<file path="src/rtl/alignment_ctrl_if.sv">
// Signal bundle between run control, the aligner and alignment_ctrl.
// master = run control / aligner side, slave = alignment_ctrl.
interface alignment_ctrl_if;
    logic        start;
    logic        cfg_mask;
    logic [4:0]  cfg_input_id;
    logic [15:0] al_out0;
    logic [5:0]  al_debug;
    logic        al_reset;
    logic        al_mask;
    logic [4:0]  al_input_id;
    logic        busy;
    logic        done;
    logic        err;
    logic        abort;
    logic [2:0]  err_code;
    logic [15:0] evt_cnt;
    logic [7:0]  err_cnt;

    modport master (
        output start, cfg_mask, cfg_input_id, al_out0, al_debug,
        input  al_reset, al_mask, al_input_id, busy, done, err, abort,
               err_code, evt_cnt, err_cnt
    );

    modport slave (
        input  start, cfg_mask, cfg_input_id, al_out0, al_debug,
        output al_reset, al_mask, al_input_id, busy, done, err, abort,
               err_code, evt_cnt, err_cnt
    );
endinterface

</file>
<file path="src/rtl/alignment_ctrl.sv">
// Per-event sequencer for one aligner: arm, wait, count packet, check debug flags, retry.
// Optional macro ALIGN_CTRL_AUTO_EN: free-running re-alignment without the start input.
module alignment_ctrl #(
    parameter int RST_CYCLES = 2,
    parameter int TIMEOUT    = 64,
    parameter int PKT_LEN    = 19,
    parameter int MAX_RETRY  = 3
) (
    input  logic            clk,
    input  logic            reset,
    alignment_ctrl_if.slave bus
);
    localparam logic [2:0] S_IDLE   = 3'd0;
    localparam logic [2:0] S_ARM    = 3'd1;
    localparam logic [2:0] S_WAIT   = 3'd2;
    localparam logic [2:0] S_STREAM = 3'd3;
    localparam logic [2:0] S_CHECK  = 3'd4;
    localparam logic [2:0] S_FAIL   = 3'd5;

    localparam logic [2:0] E_NONE    = 3'd0;
    localparam logic [2:0] E_TIMEOUT = 3'd1;
    localparam logic [2:0] E_LENGTH  = 3'd2;
    localparam logic [2:0] E_HEADER  = 3'd3;
    localparam logic [2:0] E_CRATE   = 3'd4;

    localparam logic [15:0] NO_DATA = 16'd999;

    localparam int RC_W  = $clog2(RST_CYCLES + 1);
    localparam int TMR_W = $clog2(TIMEOUT);
    localparam int CNT_W = $clog2(PKT_LEN + 1);
    localparam int RTY_W = (MAX_RETRY > 0) ? $clog2(MAX_RETRY + 1) : 1;

    localparam logic [RC_W-1:0]  RC_LAST  = RC_W'(RST_CYCLES - 1);
    localparam logic [TMR_W-1:0] TMR_LAST = TMR_W'(TIMEOUT - 1);
    localparam logic [CNT_W-1:0] CNT_FULL = CNT_W'(PKT_LEN);
    localparam logic [RTY_W-1:0] RTY_MAX  = RTY_W'(MAX_RETRY);

    logic [2:0]       state_q, state_d;
    logic [RC_W-1:0]  rst_cnt_q, rst_cnt_d;
    logic [TMR_W-1:0] timer_q, timer_d;
    logic [CNT_W-1:0] count_q, count_d;
    logic [RTY_W-1:0] retry_q, retry_d;

    logic        al_reset_q, al_reset_d;
    logic        al_mask_q, al_mask_d;
    logic [4:0]  al_input_id_q, al_input_id_d;
    logic        busy_q;
    logic        done_q, done_d;
    logic        err_q, err_d;
    logic        abort_q, abort_d;
    logic [2:0]  err_code_q, err_code_d;
    logic [15:0] evt_cnt_q, evt_cnt_d;
    logic [7:0]  err_cnt_q, err_cnt_d;

    logic valid_s;
    logic go_s;

    assign valid_s = (bus.al_out0 != NO_DATA);

`ifdef ALIGN_CTRL_AUTO_EN
    // Free-running: IDLE is only ever a one-cycle gap between events.
    assign go_s = 1'b1;
`else
    assign go_s = bus.start;
`endif

    // Next-state and next-output logic for the event sequencer.
    always_comb begin
        state_d       = state_q;
        rst_cnt_d     = rst_cnt_q;
        timer_d       = timer_q;
        count_d       = count_q;
        retry_d       = retry_q;
        al_reset_d    = 1'b0;
        al_mask_d     = al_mask_q;
        al_input_id_d = al_input_id_q;
        done_d        = 1'b0;
        err_d         = 1'b0;
        abort_d       = 1'b0;
        err_code_d    = err_code_q;
        evt_cnt_d     = evt_cnt_q;
        err_cnt_d     = err_cnt_q;

        case (state_q)
            S_IDLE: begin
                if (go_s) begin
                    state_d       = S_ARM;
                    al_mask_d     = bus.cfg_mask;
                    al_input_id_d = bus.cfg_input_id;
                    retry_d       = '0;
                    rst_cnt_d     = '0;
                    al_reset_d    = 1'b1;
                end else begin
                    state_d = S_IDLE;
                end
            end
            S_ARM: begin
                if (rst_cnt_q == RC_LAST) begin
                    state_d = S_WAIT;
                    timer_d = '0;
                end else begin
                    rst_cnt_d  = rst_cnt_q + RC_W'(1);
                    al_reset_d = 1'b1;
                end
            end
            S_WAIT: begin
                if (valid_s) begin
                    state_d = S_STREAM;
                    count_d = CNT_W'(1);
                end else if (timer_q == TMR_LAST) begin
                    state_d    = S_FAIL;
                    err_code_d = E_TIMEOUT;
                end else begin
                    timer_d = timer_q + TMR_W'(1);
                end
            end
            S_STREAM: begin
                // An over-long packet fails on the extra word, not at its end.
                if (valid_s) begin
                    if (count_q == CNT_FULL) begin
                        state_d    = S_FAIL;
                        err_code_d = E_LENGTH;
                    end else begin
                        count_d = count_q + CNT_W'(1);
                    end
                end else if (count_q == CNT_FULL) begin
                    state_d = S_CHECK;
                end else begin
                    state_d    = S_FAIL;
                    err_code_d = E_LENGTH;
                end
            end
            S_CHECK: begin
                if (bus.al_debug[2:0] != 3'b000) begin
                    state_d    = S_FAIL;
                    err_code_d = E_HEADER;
                end else if (bus.al_debug[5:3] != 3'b000) begin
                    state_d    = S_FAIL;
                    err_code_d = E_CRATE;
                end else begin
                    state_d    = S_IDLE;
                    done_d     = 1'b1;
                    evt_cnt_d  = evt_cnt_q + 16'd1;
                    err_code_d = E_NONE;
                end
            end
            S_FAIL: begin
                err_d = 1'b1;
                if (err_cnt_q != 8'hFF) begin
                    err_cnt_d = err_cnt_q + 8'd1;
                end else begin
                    err_cnt_d = err_cnt_q;
                end
                if (retry_q < RTY_MAX) begin
                    state_d    = S_ARM;
                    retry_d    = retry_q + RTY_W'(1);
                    rst_cnt_d  = '0;
                    al_reset_d = 1'b1;
                end else begin
                    state_d = S_IDLE;
                    abort_d = 1'b1;
                end
            end
            default: begin
                state_d = S_IDLE;
            end
        endcase
    end

    // State and registered-output update.
    always_ff @(posedge clk or posedge reset) begin
        if (reset) begin
            state_q       <= S_IDLE;
            rst_cnt_q     <= '0;
            timer_q       <= '0;
            count_q       <= '0;
            retry_q       <= '0;
            al_reset_q    <= 1'b0;
            al_mask_q     <= 1'b0;
            al_input_id_q <= 5'd0;
            busy_q        <= 1'b0;
            done_q        <= 1'b0;
            err_q         <= 1'b0;
            abort_q       <= 1'b0;
            err_code_q    <= 3'd0;
            evt_cnt_q     <= 16'd0;
            err_cnt_q     <= 8'd0;
        end else begin
            state_q       <= state_d;
            rst_cnt_q     <= rst_cnt_d;
            timer_q       <= timer_d;
            count_q       <= count_d;
            retry_q       <= retry_d;
            al_reset_q    <= al_reset_d;
            al_mask_q     <= al_mask_d;
            al_input_id_q <= al_input_id_d;
            busy_q        <= (state_d != S_IDLE);
            done_q        <= done_d;
            err_q         <= err_d;
            abort_q       <= abort_d;
            err_code_q    <= err_code_d;
            evt_cnt_q     <= evt_cnt_d;
            err_cnt_q     <= err_cnt_d;
        end
    end

    assign bus.al_reset    = al_reset_q;
    assign bus.al_mask     = al_mask_q;
    assign bus.al_input_id = al_input_id_q;
    assign bus.busy        = busy_q;
    assign bus.done        = done_q;
    assign bus.err         = err_q;
    assign bus.abort       = abort_q;
    assign bus.err_code    = err_code_q;
    assign bus.evt_cnt     = evt_cnt_q;
    assign bus.err_cnt     = err_cnt_q;
endmodule

</file>
<file path="src/flat_wrapper.sv">
// flat-port wrapper written by rule: the top's interface ports become plain ports
module alignment_ctrl_flat 
#(
    parameter int RST_CYCLES = 2,
    parameter int TIMEOUT    = 64,
    parameter int PKT_LEN    = 19,
    parameter int MAX_RETRY  = 3
)
  (clk, reset, bus_start, bus_cfg_mask, bus_cfg_input_id, bus_al_out0, bus_al_debug, bus_al_reset, bus_al_mask, bus_al_input_id, bus_busy, bus_done, bus_err, bus_abort, bus_err_code, bus_evt_cnt, bus_err_cnt);
  alignment_ctrl_if bus_i ();
  input  logic clk;
  input  logic reset;
  input wire logic [$bits(bus_i.start)-1:0] bus_start;
  input wire logic [$bits(bus_i.cfg_mask)-1:0] bus_cfg_mask;
  input wire logic [$bits(bus_i.cfg_input_id)-1:0] bus_cfg_input_id;
  input wire logic [$bits(bus_i.al_out0)-1:0] bus_al_out0;
  input wire logic [$bits(bus_i.al_debug)-1:0] bus_al_debug;
  output wire logic [$bits(bus_i.al_reset)-1:0] bus_al_reset;
  output wire logic [$bits(bus_i.al_mask)-1:0] bus_al_mask;
  output wire logic [$bits(bus_i.al_input_id)-1:0] bus_al_input_id;
  output wire logic [$bits(bus_i.busy)-1:0] bus_busy;
  output wire logic [$bits(bus_i.done)-1:0] bus_done;
  output wire logic [$bits(bus_i.err)-1:0] bus_err;
  output wire logic [$bits(bus_i.abort)-1:0] bus_abort;
  output wire logic [$bits(bus_i.err_code)-1:0] bus_err_code;
  output wire logic [$bits(bus_i.evt_cnt)-1:0] bus_evt_cnt;
  output wire logic [$bits(bus_i.err_cnt)-1:0] bus_err_cnt;
  assign bus_i.start = bus_start;
  assign bus_i.cfg_mask = bus_cfg_mask;
  assign bus_i.cfg_input_id = bus_cfg_input_id;
  assign bus_i.al_out0 = bus_al_out0;
  assign bus_i.al_debug = bus_al_debug;
  assign bus_al_reset = bus_i.al_reset;
  assign bus_al_mask = bus_i.al_mask;
  assign bus_al_input_id = bus_i.al_input_id;
  assign bus_busy = bus_i.busy;
  assign bus_done = bus_i.done;
  assign bus_err = bus_i.err;
  assign bus_abort = bus_i.abort;
  assign bus_err_code = bus_i.err_code;
  assign bus_evt_cnt = bus_i.evt_cnt;
  assign bus_err_cnt = bus_i.err_cnt;
  alignment_ctrl #(.RST_CYCLES(RST_CYCLES), .TIMEOUT(TIMEOUT), .PKT_LEN(PKT_LEN), .MAX_RETRY(MAX_RETRY)) u_core (.clk(clk), .reset(reset), .bus(bus_i));
endmodule
</file>
<file path="config.mk">
export PLATFORM = sky130hd
export DESIGN_NAME = alignment_ctrl_flat
export DESIGN_NICKNAME = d
export VERILOG_FILES = /design/src/rtl/alignment_ctrl_if.sv /design/src/rtl/alignment_ctrl.sv /design/src/flat_wrapper.sv
export SDC_FILE = /design/constraint.sdc
export NUM_CORES = 1
export LEC_CHECK = 0
export ABC_AREA = 1
export BUFFER_PORTS_ARGS = -buffer_cell sky130_fd_sc_hd__clkbuf_2
export CAP_MARGIN = 15
export CORE_MARGIN = 2
export CORE_UTILIZATION = 40
export DETAILED_ROUTE_END_ITERATION = 7
export GPL_TIMING_DRIVEN = 0
export PLACE_DENSITY = 0.74
export RECOVER_POWER = 25
export SYNTH_ARGS = -nofsm -noshare
export SYNTH_HDL_FRONTEND = slang
export SYNTH_SLANG_ARGS = --single-unit
</file>
<file path="constraint.sdc">
create_clock -name clk -period 1.6 [get_ports clk]
set_input_delay 0.24 -clock clk [delete_from_list [all_inputs] [get_ports clk]]
set_output_delay 0.24 -clock clk [all_outputs]
set_load 0.1 [all_outputs]
</file>
# Word level (Yosys, flattened, before mapping)

Cells that the tools add are included.

Add/subtract/negate cells: 6
Magnitude comparators: 1
Equal/unequal tests: 22
Multiplexer cells: 43
Bitwise operators: 2
Reductions and logical operators: 17

Operator list:

| cell                                                    | count |
|---|---|
| 2-to-1 mux 3 bit                                        | 14 |
| 2-to-1 mux 6 bit                                        | 3 |
| one-hot mux 3 bit (6 select lines)                      | 1 |
| adder 16 x 1 -> 16 bit, second input constant           | 1 |
| inequality test 16 x 10 -> 1 bit, second input constant | 1 |
| 2-to-1 mux 5 bit                                        | 3 |
| nonzero test 3 bit                                      | 5 |
| 2-to-1 mux 1 bit                                        | 12 |
| one-hot mux 6 bit (2 select lines)                      | 1 |
| AND reduction 4 bit                                     | 3 |
| inequality test 2 x 1 -> 1 bit, second input constant   | 5 |
| inequality test 2 bit, second input constant            | 5 |
| one-hot mux 5 bit (2 select lines)                      | 1 |
| one-hot mux 3 bit (3 select lines)                      | 1 |
| adder 8 x 1 -> 8 bit, second input constant             | 1 |
| 2-to-1 mux 2 bit                                        | 4 |
| inequality test 8 bit, second input constant            | 1 |
| adder 6 x 1 -> 6 bit, second input constant             | 1 |
| equality test 3 x 2 -> 1 bit, second input constant     | 2 |
| equality test 3 bit, second input constant              | 2 |
| equality test 6 bit, second input constant              | 1 |
| one-hot mux 2 bit (3 select lines)                      | 1 |
| AND reduction 3 bit                                     | 2 |
| nonzero test 2 bit                                      | 3 |
| other kinds (14)                                        | 17 |

Register bits after elaboration: 56
Bits of input ports: 31
Output and inout port bits: 38
Logic and storage cells: 106

# Logic depth before layout (Yosys ltp)

Gate-level depths: netlist of run 1.

Word-level depth: 5
Depth in mapped cells: 10
Mapped depth without buffers: 10

# Worst setup path before layout of run 1

Ideal clock, no wire load.

Kind: register to register
Start: register u_core.err_cnt_q[1], in the netlist u_core.bus.err_cnt[1]
End: register u_core.err_cnt_q[2], in the netlist u_core.bus.err_cnt[2]
Arrival time: 2.075 ns
Data required time: 1.533 ns
Slack: -0.543 ns
Stages on the path, launching flop included: 10
Buffers on the path: 0
Clock period less this slack: 2.143 ns
Cell sequence: dfrtp_1 -> ha_1 -> nand2_1 -> nor3_2 -> nand3_1 -> nand2_2 -> inv_2 -> nand2_1 -> nand2_1 -> nand2_1

Cells in the longest elaborated chain, start to end: 2

Ends and longest elaborated chain:

| element                                                      | line                  | RTL |
|---|---|---|
| start, declared                                              | alignment_ctrl.sv:53  | `logic [7:0] err_cnt_q, err_cnt_d;` |
| start signal, assigned                                       | alignment_ctrl.sv:203 | `err_cnt_q <= err_cnt_d;` |
| branches (longest 2 deep; another with adder 8 x 1 -> 8 bit) | n/a                   |  |

Parallel ways; which one is timed is not known.
A chain may end at the register's enable or synchronous reset.

# Final worst setup path of run 1

Start: register u_core.state_q[0]
End: register u_core.busy_q, in the netlist u_core.bus.busy

Cells in the longest elaborated chain, start to end: 4

Ends and longest elaborated chain:

| element                                    | line                                         | RTL |
|---|---|---|
| start, declared                            | alignment_ctrl.sv:38                         | `logic [2:0] state_q, state_d;` |
| start signal, assigned                     | alignment_ctrl.sv:189                        | `state_q <= state_d;` |
| 2-to-1 mux 3 bit, on equally long branches | alignment_ctrl.sv:120, alignment_ctrl.sv:110 |  |
| 2-to-1 mux 3 bit, on equally long branches | alignment_ctrl.sv:119, alignment_ctrl.sv:107 |  |
| one-hot mux 3 bit (6 select lines) (*)     | alignment_ctrl.sv:84                         | `case (state_q)` |
| via u_core.state_d[0]                      | alignment_ctrl.sv:38                         |  |
| nonzero test 3 bit (*)                     | alignment_ctrl.sv:197                        | `busy_q <= (state_d != S_IDLE);` |
| end signal, assigned                       | alignment_ctrl.sv:197                        |  |
| end, declared                              | alignment_ctrl.sv:47                         | `logic busy_q;` |

Mark *: on every way through the listed nets, which the timed path passes. The rest lies on a longest branch.

==> impl_results.rst, run 1 <==
.. list-table::
   :header-rows: 1

   * - Metric
     - Value
   * - Result of the run
     - completed
   * - Number of synthesis warnings
     - 0
   * - Global placer's final weighted congestion
     - 0.8509
   * - Detailed-router iteration count before antenna repair
     - 4
   * - Clock tree buffer depth
     - 2
   * - Number of max-slew violations in the final report
     - 0
   * - Number of top-level pins
     - between 60 and 70
   * - Measured slew at the worst slew-check pin
     - around 0.90 ns
   * - Net Sw Power
     - between 0.002 and 0.0025 W
   * - Leading cell type in the layout, fill and taps excluded
     - sky130_fd_sc_hd__nand2_1
   * - Relative contribution of sequential cells to total power
     - 0.384
   * - Library cell appearing most often on the critical path
     - sky130_fd_sc_hd__nand2_1
   * - DP HPWL
     - between 4000 and 5000 µm
   * - Cell leakage power
     - 1.875 nW
   * - Design internal power
     - 0.002513 W
   * - Area of placed instances
     - 0.003563 mm²
   * - Number of nets with antenna violations after detailed routing
     - 0
   * - Multi-input gate area in the final layout
     - 0.001490 mm²
   * - Clock slew seen by the registers of the worst setup and hold paths
     - roughly 0.090 ns
   * - Power density of the placed cells
     - 1275 mW/mm²
   * - Switching share of total power
     - 0.4691
   * - VDD IR max
     - 483.7 µV
   * - Vias in the first global route
     - 2566
   * - Worst reg2reg path depth
     - 9
   * - Crit start category
     - register
   * - Final antenna diode count
     - 0
   * - Critical-path maximum fanout
     - 4
   * - Portion of the post-synthesis area used by sequential elements
     - 0.4706
   * - Logic gate share of total power
     - 0.453
   * - Crit. End Element
     - register
   * - Data required time of the critical path
     - 1.79 ns
   * - H-tree Lvls
     - 2
   * - Critical-path cell with the highest stage delay
     - sky130_fd_sc_hd__dfrtp_2
   * - Category of the most critical setup path
     - reg -> reg
   * - Number of hold violations in the final report
     - 0
   * - Insertion delay of the later-clocked pin in the worst-skew pair
     - 0.30 ns
   * - DP Cell Count
     - between 500 and 600
   * - Die Footprint
     - ~0.0082 mm²
   * - Cell-by-cell listing of the critical path
     - buf_4, nand2_1, nor2_4, nand2_1, nand3_2, nor2_1, nand3_2, inv_1, nand2_1
   * - Clock Skews
     - 0.004573 ns
   * - Worst hold stages
     - 3
   * - Average cell area after synthesis
     - 7.836 µm²
   * - Minimum clock period
     - 1.514 ns
   * - Synthesized netlist net count
     - 417
   * - Number of I/O port buffers
     - 68
   * - Fin cells
     - 560
   * - CTS tree
     - yes
   * - Core area
     - 0.007214 mm²
   * - Post-route fraction of the period consumed by the critical path
     - 0.9461
   * - Setup-failing EPs final
     - 0
   * - Clock root buffer master
     - sky130_fd_sc_hd__clkbuf_8
   * - Top library cells by usage in the layout, fill and taps aside
     - sky130_fd_sc_hd__nand2_1, sky130_fd_sc_hd__clkbuf_2, sky130_fd_sc_hd__nor2_1
   * - Final routed DRC violation total
     - 0
   * - Peak clock frequency supported by timing
     - 660.6 MHz
   * - Fraction of layout instances using a drive strength above 1
     - 0.3275
   * - Overall Power
     - around 0.0047 W
   * - Final net count
     - 497
   * - Maximum Capacitance Violations
     - 0
   * - First-iteration detailed-routing DRC count
     - 82
   * - Syn-to-layout area delta
     - 24.62%
   * - Post-synthesis instance area
     - 0.002978 mm²
   * - Horizontal extent of the die
     - around 90 µm
   * - Slowest stage delay, CP
     - 0.42 ns
   * - GRT Residual Overflow
     - 0
   * - Number of instances in the synthesized netlist
     - 380
   * - Vertical die dimension
     - 90.28 µm
   * - Headroom to the max-slew limit
     - 0.3977
   * - Total number of placement rows
     - 31
   * - Synth cell types
     - 25
   * - Number of antenna violations at the first check in global routing
     - 0
   * - Largest net degree at the start of global routing
     - 38
   * - Cts bufs inserted
     - 5
   * - Total area of sequential cells
     - 0.001430 mm²
   * - Relative contribution of the clock network to total power
     - 0.162
   * - First-pass GRT wire length
     - about 11000 µm
   * - Detailed-route wire length per cell
     - between 10 and 15 µm
   * - CTS Sinks
     - 56
   * - Flip-flop and latch count after synthesis
     - 56
   * - Average vias per placed instance
     - 4.736
   * - Arrival time reported for the critical path endpoint
     - 1.71 ns
   * - Sum of routed wire length over all layers
     - 6040 µm
   * - Via total after detailed routing
     - between 2k and 3k
   * - Number of fill cells in the layout
     - around 700
   * - Post-route design area
     - around 0.0037 mm²
   * - Classification of the worst-slack hold path
     - in -> reg
   * - Effective utilization at floorplan
     - 0.4128
   * - GRT Total Usage
     - 0.1537
-- final cells by class --
cell class / count / share of cell area
buffer: 1 / 0.003034
sequential: 56 / 0.3854
tap: 99 / 0.03338
inverter: 45 / 0.04653
clock buffer: 8 / 0.02428
multi-input combinational: 278 / 0.4016
timing repair buffer: 73 / 0.1059
-- Yosys cell counts --
cell type,number,share of area
sky130_fd_sc_hd__nand2_1,126,0.16
sky130_fd_sc_hd__nor2_2,2,0.0042
sky130_fd_sc_hd__inv_1,35,0.044
sky130_fd_sc_hd__o21ai_2,1,0.0029
sky130_fd_sc_hd__xnor2_1,5,0.015
sky130_fd_sc_hd__nand3_2,4,0.013
sky130_fd_sc_hd__nor3_1,4,0.0067
sky130_fd_sc_hd__nor3_2,3,0.010
sky130_fd_sc_hd__nor2_1,41,0.052
sky130_fd_sc_hd__o22ai_1,1,0.0021
sky130_fd_sc_hd__nand3_4,1,0.0059
sky130_fd_sc_hd__nand3_1,30,0.050
sky130_fd_sc_hd__nor2_4,2,0.0076
sky130_fd_sc_hd__buf_6,1,0.0038
sky130_fd_sc_hd__or2_2,1,0.0021
sky130_fd_sc_hd__o21ai_0,8,0.013
sky130_fd_sc_hd__a21oi_1,2,0.0034
sky130_fd_sc_hd__o21ai_1,9,0.015
sky130_fd_sc_hd__nand2_2,6,0.013
sky130_fd_sc_hd__ha_1,6,0.025
sky130_fd_sc_hd__nand4_1,9,0.019
sky130_fd_sc_hd__xor2_1,16,0.047
sky130_fd_sc_hd__nand3b_1,1,0.0025
sky130_fd_sc_hd__inv_2,10,0.013
sky130_fd_sc_hd__dfrtp_1,56,0.47
-- repair_timing --
item | CTS | global route
buffers inserted | 0 | 3
hold buffers | 1 | 0
pin swaps | 0 | 2
endpoints found under the hold margin | 19 | 0
resized for setup | 1 | 9
cloned | 0 | 0
endpoints found under the setup margin | 6 | 17
-- final timing paths --
check                                                 startpoint  slack, ns                                    end
max in group asynchronous                                  reset       0.35      u_core.bus.err_cnt[0]$_DFFE_PP0P_
setup reg to reg                     u_core.state_q[0]$_DFF_PP0_       0.09              u_core.bus.busy$_DFF_PP0_
setup / recovery                     u_core.state_q[0]$_DFF_PP0_       0.09              u_core.bus.busy$_DFF_PP0_
hold reg to reg            u_core.bus.al_input_id[3]$_DFFE_PP0P_       0.49  u_core.bus.al_input_id[3]$_DFFE_PP0P_
min in group asynchronous                                  reset       0.60  u_core.bus.al_input_id[1]$_DFFE_PP0P_
hold / removal                               bus_cfg_input_id[1]       0.14  u_core.bus.al_input_id[1]$_DFFE_PP0P_
-- logic make-up (layout without fill, tap and decap cells) --
group	after synthesis	after routing	synth area share
xor+xnor	21	21	0.06176
fa+ha+maj	6	6	0.02521
simple gates	230	230	0.3450
flops	56	56	0.4706
compound gates	21	21	0.03698
buf+inv	46	127	0.06051
-- flip-flops by register name, summed over array words and instances (netlist names) --
register and count:
u_core.bus.evt_cnt 16, u_core.bus.err_cnt 8, u_core.timer_q 6, u_core.bus.al_input_id 5, u_core.count_q 5, u_core.bus.err_code 3
u_core.state_q 3, u_core.retry_q 2, u_core.rst_cnt_q 2, u_core.bus.abort 1, u_core.bus.al_mask 1, u_core.bus.al_reset 1
u_core.bus.busy 1, u_core.bus.done 1, u_core.bus.err 1
-- power groups by stage --
stage          sequential, W  clock [W]  combinational, W
4_1_cts              0.00183   0.000803           0.00205
6_report             0.00182   0.000769           0.00214
2_1_floorplan        0.00268          0          0.000835
3_3_place_gp         0.00185          0           0.00199
5_1_grt              0.00185   0.000863           0.00232
3_5_place_dp         0.00186          0           0.00204
-- worst max-delay path, delay by kind of cell, from the launching register on --
family,cells,cell delay [ns]
flip-flops,1,0.42
AND/OR/NAND/NOR,7,0.78
buffers and inverters,2,0.22
-- through the flow --
stage	hold slack (ns)	util	TNS, ns	setup slack, ns
finish	0.1429	0.5144	0	0.08628
global route	0.1362	0.5144	-0.06449	-0.02964
CTS	0.1363	0.5085	0	0.02067
detailed placement	0.2749	0.4939	-0.1182	-0.04301
global placement	0.4466	0.4912	0	0.01049
floorplan	0.3198	-	-0.8372	-0.1243
-- metal layers --
metal | vias to the layer above | wire length [µm] | GRT usage
met4 | 0 | 53 | 0.05000
met2 | 63 | 3130 | 0.2732
met1 | 1227 | 2611 | 0.1862
met3 | 4 | 244 | 0.03172
met5 | - | 0 | 0
li1 | 1358 | - | -
No activity file was read; power rests on OpenSTA's default activity.
==> run 2, diff against run 1 <==
--- a/config.mk
+++ b/config.mk
@@ -6,13 +6,13 @@
 export NUM_CORES = 1
 export LEC_CHECK = 0
 export ABC_AREA = 1
-export BUFFER_PORTS_ARGS = -buffer_cell sky130_fd_sc_hd__clkbuf_2
 export CAP_MARGIN = 15
 export CORE_MARGIN = 2
 export CORE_UTILIZATION = 40
 export DETAILED_ROUTE_END_ITERATION = 7
+export DONT_BUFFER_PORTS = 1
 export GPL_TIMING_DRIVEN = 0
-export PLACE_DENSITY = 0.74
+export PLACE_DENSITY = 0.65
 export RECOVER_POWER = 25
 export SYNTH_ARGS = -nofsm -noshare
 export SYNTH_HDL_FRONTEND = slang
==> run 2 against run 1 <==
  * Final cell count decreased by 11%
  * Wire length increased by 1.4%
  * Critical path depth is the same
  * Die area unchanged
  * The run now ends with setup timing left
  * Largest cell class unchanged
  * Setup slack got worse by 0.12 ns
  * Via count shrank 9.4%
  * Power fell by 2.0%
  * Core utilization fell by 2.2 points
  * Global-route usage up 0.39 points
==> impl_results.rst, run 2 (synthesis gave the netlist of run 1 again) <==
.. list-table::
   :header-rows: 1

   * - Metric
     - Value
   * - Number of I/O port buffers
     - 0 (was 68)
   * - Path length in cells of the critical path
     - 9 (unchanged)
   * - Largest net degree at the start of global routing
     - 41 (was 38)
   * - Arrival time reported for the critical path endpoint
     - 1.88 ns (was 1.71 ns)
   * - Final setup slack of the worst path
     - -0.03367 ns (was 0.08628 ns)
   * - Detailed-router iteration count before antenna repair
     - 4 (unchanged)
   * - Relative contribution of the clock network to total power
     - 0.161 (was 0.162)
   * - Slowest stage delay, CP
     - 0.65 ns (was 0.42 ns)
   * - Number of hold violations in the final report
     - 0 (unchanged)
   * - Headroom to the max-slew limit
     - 0.3696 (was 0.3977)
   * - CTS Sinks
     - 56 (unchanged)
   * - Crit start category
     - register (unchanged)
   * - Worst hold stages
     - 2 (was 3)
   * - Global placer's final weighted congestion
     - 0.8473 (was 0.8509)
   * - Cell leakage power
     - 1.654 nW (was 1.875 nW)
   * - Data required time of the critical path
     - 1.85 ns (was 1.79 ns)
   * - Final net count
     - 436 (was 497)
   * - Core area
     - 0.007214 mm² (unchanged)
   * - Number of top-level pins
     - 69 (unchanged)
   * - Clock root buffer master
     - sky130_fd_sc_hd__clkbuf_8 (unchanged)
   * - Detailed-route wire length per cell
     - 12.27 µm (was 10.79 µm)
   * - Syn-to-layout area delta
     - 19.41% (was 24.62%)
   * - CTS tree
     - yes (unchanged)
   * - Design internal power
     - 0.002391 W (was 0.002513 W)
   * - Effective utilization at floorplan
     - 0.4128 (unchanged)
   * - Via total after detailed routing
     - 2402 (was 2652)
   * - Number of antenna violations at the first check in global routing
     - 0 (unchanged)
   * - Average vias per placed instance
     - 4.814 (was 4.736)
   * - GRT Residual Overflow
     - 0 (unchanged)
   * - First-pass GRT wire length
     - 10740 µm (was 10640 µm)
   * - H-tree Lvls
     - 2 (unchanged)
   * - Fraction of layout instances using a drive strength above 1
     - 0.2625 (was 0.3275)
   * - Sum of routed wire length over all layers
     - 6124 µm (was 6040 µm)
   * - Startpoint of the lowest-slack register-to-register path
     - u_core.bus.err_cnt[1]$_DFFE_PP0P_ (was u_core.state_q[0]$_DFF_PP0_)
   * - DP HPWL
     - 4452 µm (was 4749 µm)
   * - Number of max-slew violations in the final report
     - 0 (unchanged)
   * - HP Start
     - bus_cfg_input_id[0] (was bus_cfg_input_id[1])
   * - Classification of the worst-slack hold path
     - in -> reg (unchanged)
   * - Hold path endpoint
     - u_core.bus.al_input_id[0]$_DFFE_PP0P_ (was u_core.bus.al_input_id[1]$_DFFE_PP0P_)
   * - Logic gate share of total power
     - 0.257 (was 0.453)
   * - Peak clock frequency supported by timing
     - 612.1 MHz (was 660.6 MHz)
   * - Post-route fraction of the period consumed by the critical path
     - 1.021 (was 0.9461)
   * - Maximum Capacitance Violations
     - 0 (unchanged)
   * - Failing checks
     - setup timing
   * - Result of the run
     - finished, violations left (was completed)
   * - Worst reg2reg path depth
     - 9 (unchanged)
   * - Kind of cell with the highest combined delay on the critical path
     - simple AND/OR/NAND/NOR gates (unchanged)
   * - Switching share of total power
     - 0.4844 (was 0.4691)
   * - Number of fill cells in the layout
     - 693 (was 701)
   * - Minimum clock period
     - 1.634 ns (was 1.514 ns)
   * - Cts bufs inserted
     - 5 (unchanged)
   * - Final routed DRC violation total
     - 0 (unchanged)
   * - Setup-failing EPs final
     - 8 (was 0)
   * - Post-Place Setup Slack
     - -0.2798 ns (was -0.04301 ns)
   * - Setup repair after global routing missed its margin
     - yes
   * - Critical-path cell with the highest stage delay
     - sky130_fd_sc_hd__dfrtp_4 (was sky130_fd_sc_hd__dfrtp_2)
   * - Total number of placement rows
     - 31 (unchanged)
   * - Clock tree buffer depth
     - 2 (unchanged)
   * - Final Hold Slack
     - 0.04676 ns (was 0.1429 ns)
   * - Insertion delay of the later-clocked pin in the worst-skew pair
     - 0.31 ns (was 0.30 ns)
   * - Number of nets with antenna violations after detailed routing
     - 0 (unchanged)
   * - Util after Layout
     - 0.4929 (was 0.5144)
   * - Net Sw Power
     - 0.002247 W (was 0.002220 W)
   * - Leading cell type in the layout, fill and taps excluded
     - sky130_fd_sc_hd__nand2_1 (unchanged)
   * - Vias in the first global route
     - 2404 (was 2566)
   * - Vertical die dimension
     - 90.28 µm (unchanged)
   * - Measured slew at the worst slew-check pin
     - 0.9456 ns (was 0.8986 ns)
   * - Crit. End Element
     - register (unchanged)
   * - First-iteration detailed-routing DRC count
     - 49 (was 82)
   * - Horizontal extent of the die
     - 90.28 µm (unchanged)
   * - Critical-path maximum fanout
     - 9 (was 4)
   * - Combined buffer and inverter count along the critical path
     - 1 (was 2)
   * - VDD IR max
     - 464.3 µV (was 483.7 µV)
   * - Category of the most critical setup path
     - reg -> reg (unchanged)
   * - Top library cells by usage in the layout, fill and taps aside
     - sky130_fd_sc_hd__nand2_1, sky130_fd_sc_hd__nor2_1, sky130_fd_sc_hd__inv_1, sky130_fd_sc_hd__dfrtp_1, sky130_fd_sc_hd__nand3_1 (was sky130_fd_sc_hd__nand2_1, sky130_fd_sc_hd__clkbuf_2, sky130_fd_sc_hd__nor2_1)
   * - Die Footprint
     - 0.008150 mm² (unchanged)
   * - Cell-by-cell listing of the critical path
     - ha_4, nand2_4, nor3_4, nand3_2, nand2_4, inv_6, nand2_2, nand2_2, nand2_1 (was buf_4, nand2_1, nor2_4, nand2_1, nand3_2, nor2_1, nand3_2, inv_1, nand2_1)
   * - Reg2Reg Capture Point
     - u_core.bus.err_cnt[2]$_DFFE_PP0P_ (was u_core.bus.busy$_DFF_PP0_)
   * - Clock slew seen by the registers of the worst setup and hold paths
     - 0.09 ns (about the same)
   * - Setup slack, reg-to-reg
     - -0.03 ns (was 0.09 ns)
   * - TNS Setup
     - -0.1449 ns (was 0 ns)
   * - Final antenna diode count
     - 0 (unchanged)
   * - Largest register FFs
     - 16 (unchanged)
   * - Power density of the placed cells
     - 1304 mW/mm² (was 1275 mW/mm²)
   * - Relative contribution of sequential cells to total power
     - 0.582 (was 0.384)
   * - Clock Skews
     - 0.01504 ns (was 0.004573 ns)
   * - GRT Total Usage
     - 0.1575 (was 0.1537)
## run 2: cell types whose count changed in the layout (fill, tap and decap cells not counted), moves of 3 or more
cell	delta
sky130_fd_sc_hd__nand2_2	+4
sky130_fd_sc_hd__clkbuf_2	-68
sky130_fd_sc_hd__nor2_4	+3
sky130_fd_sc_hd__nand2_1	-6
sky130_fd_sc_hd__nand3_1	-4
sky130_fd_sc_hd__dfrtp_2	-15
sky130_fd_sc_hd__nor2_1	-3
sky130_fd_sc_hd__dfrtp_4	+17
sky130_fd_sc_hd__nand3_2	+3
sky130_fd_sc_hd__buf_4	+7
## run 2: per-layer routing
metal / vias up / wire length [µm] / share of wire / global-route usage
li1: 1235 / - / - / -
met1: 1113 / 2674 / 0.44 / 0.1924
met2: 49 / 3153 / 0.51 / 0.2794
met3: 5 / 233 / 0.038 / 0.03506
met4: 0 / 63 / 0.010 / 0.04487
met5: - / 0 / 0 / 0
## run 2: timing repair
item,CTS,global route
buffers inserted,3,7
hold endpoints to repair,16,0
pin swaps,3,15
resized for setup,22,34
endpoints found under the setup margin,21,30
hold buffers,1,0
## run 2: power by group through the flow
stage | logic (W) | clock network [W] | registers [W]
floorplan | 0.000835 | 0 | 0.00268
global placement | 0.000987 | 0 | 0.00271
detailed placement | 0.00103 | 0 | 0.00272
CTS | 0.00104 | 0.000793 | 0.00270
global route | 0.00139 | 0.000831 | 0.00273
finish | 0.00119 | 0.000747 | 0.00270
## run 2: stage by stage
stage | area (µm²) | cells | power (W)
after detailed placement | 3223 | 480 | 0.003754
final | 3556 | 499 | 0.004638
after global routing | 3556 | 499 | 0.004957
after CTS | 3398 | 492 | 0.004527
after floorplan | 3079 | 380 | 0.003511
after global placement | 3203 | 479 | 0.003702
## run 2: worst max path at each step
stage                                                 start                           endpoint  slack [ns]
after global placement    u_core.bus.err_cnt[0]$_DFFE_PP0P_  u_core.bus.err_cnt[7]$_DFFE_PP0P_       -0.25
after CTS                 u_core.bus.err_cnt[1]$_DFFE_PP0P_  u_core.bus.err_cnt[4]$_DFFE_PP0P_       -0.06
after global routing      u_core.bus.err_cnt[1]$_DFFE_PP0P_  u_core.bus.err_cnt[2]$_DFFE_PP0P_       -0.16
after detailed placement  u_core.bus.err_cnt[0]$_DFFE_PP0P_  u_core.bus.err_cnt[2]$_DFFE_PP0P_       -0.28
after floorplan           u_core.bus.err_cnt[0]$_DFFE_PP0P_  u_core.bus.err_cnt[2]$_DFFE_PP0P_       -0.12
final                     u_core.bus.err_cnt[1]$_DFFE_PP0P_  u_core.bus.err_cnt[2]$_DFFE_PP0P_       -0.03
## run 2: layout make-up
| class | count | area, µm² | share of cell area |
|---|---|---|---|
| Clock inverter | 1 | 5.005 | 0.001407 |
| Sequential cell | 56 | 1475 | 0.4148 |
| Buffer | 1 | 11.26 | 0.003167 |
| Tap cell | 99 | 123.9 | 0.03483 |
| Clock buffer | 7 | 76.32 | 0.02146 |
| Timing Repair Buffer | 12 | 88.84 | 0.02498 |
| Multi-Input combinational cell | 278 | 1598 | 0.4493 |
| Inverter | 45 | 177.7 | 0.04996 |
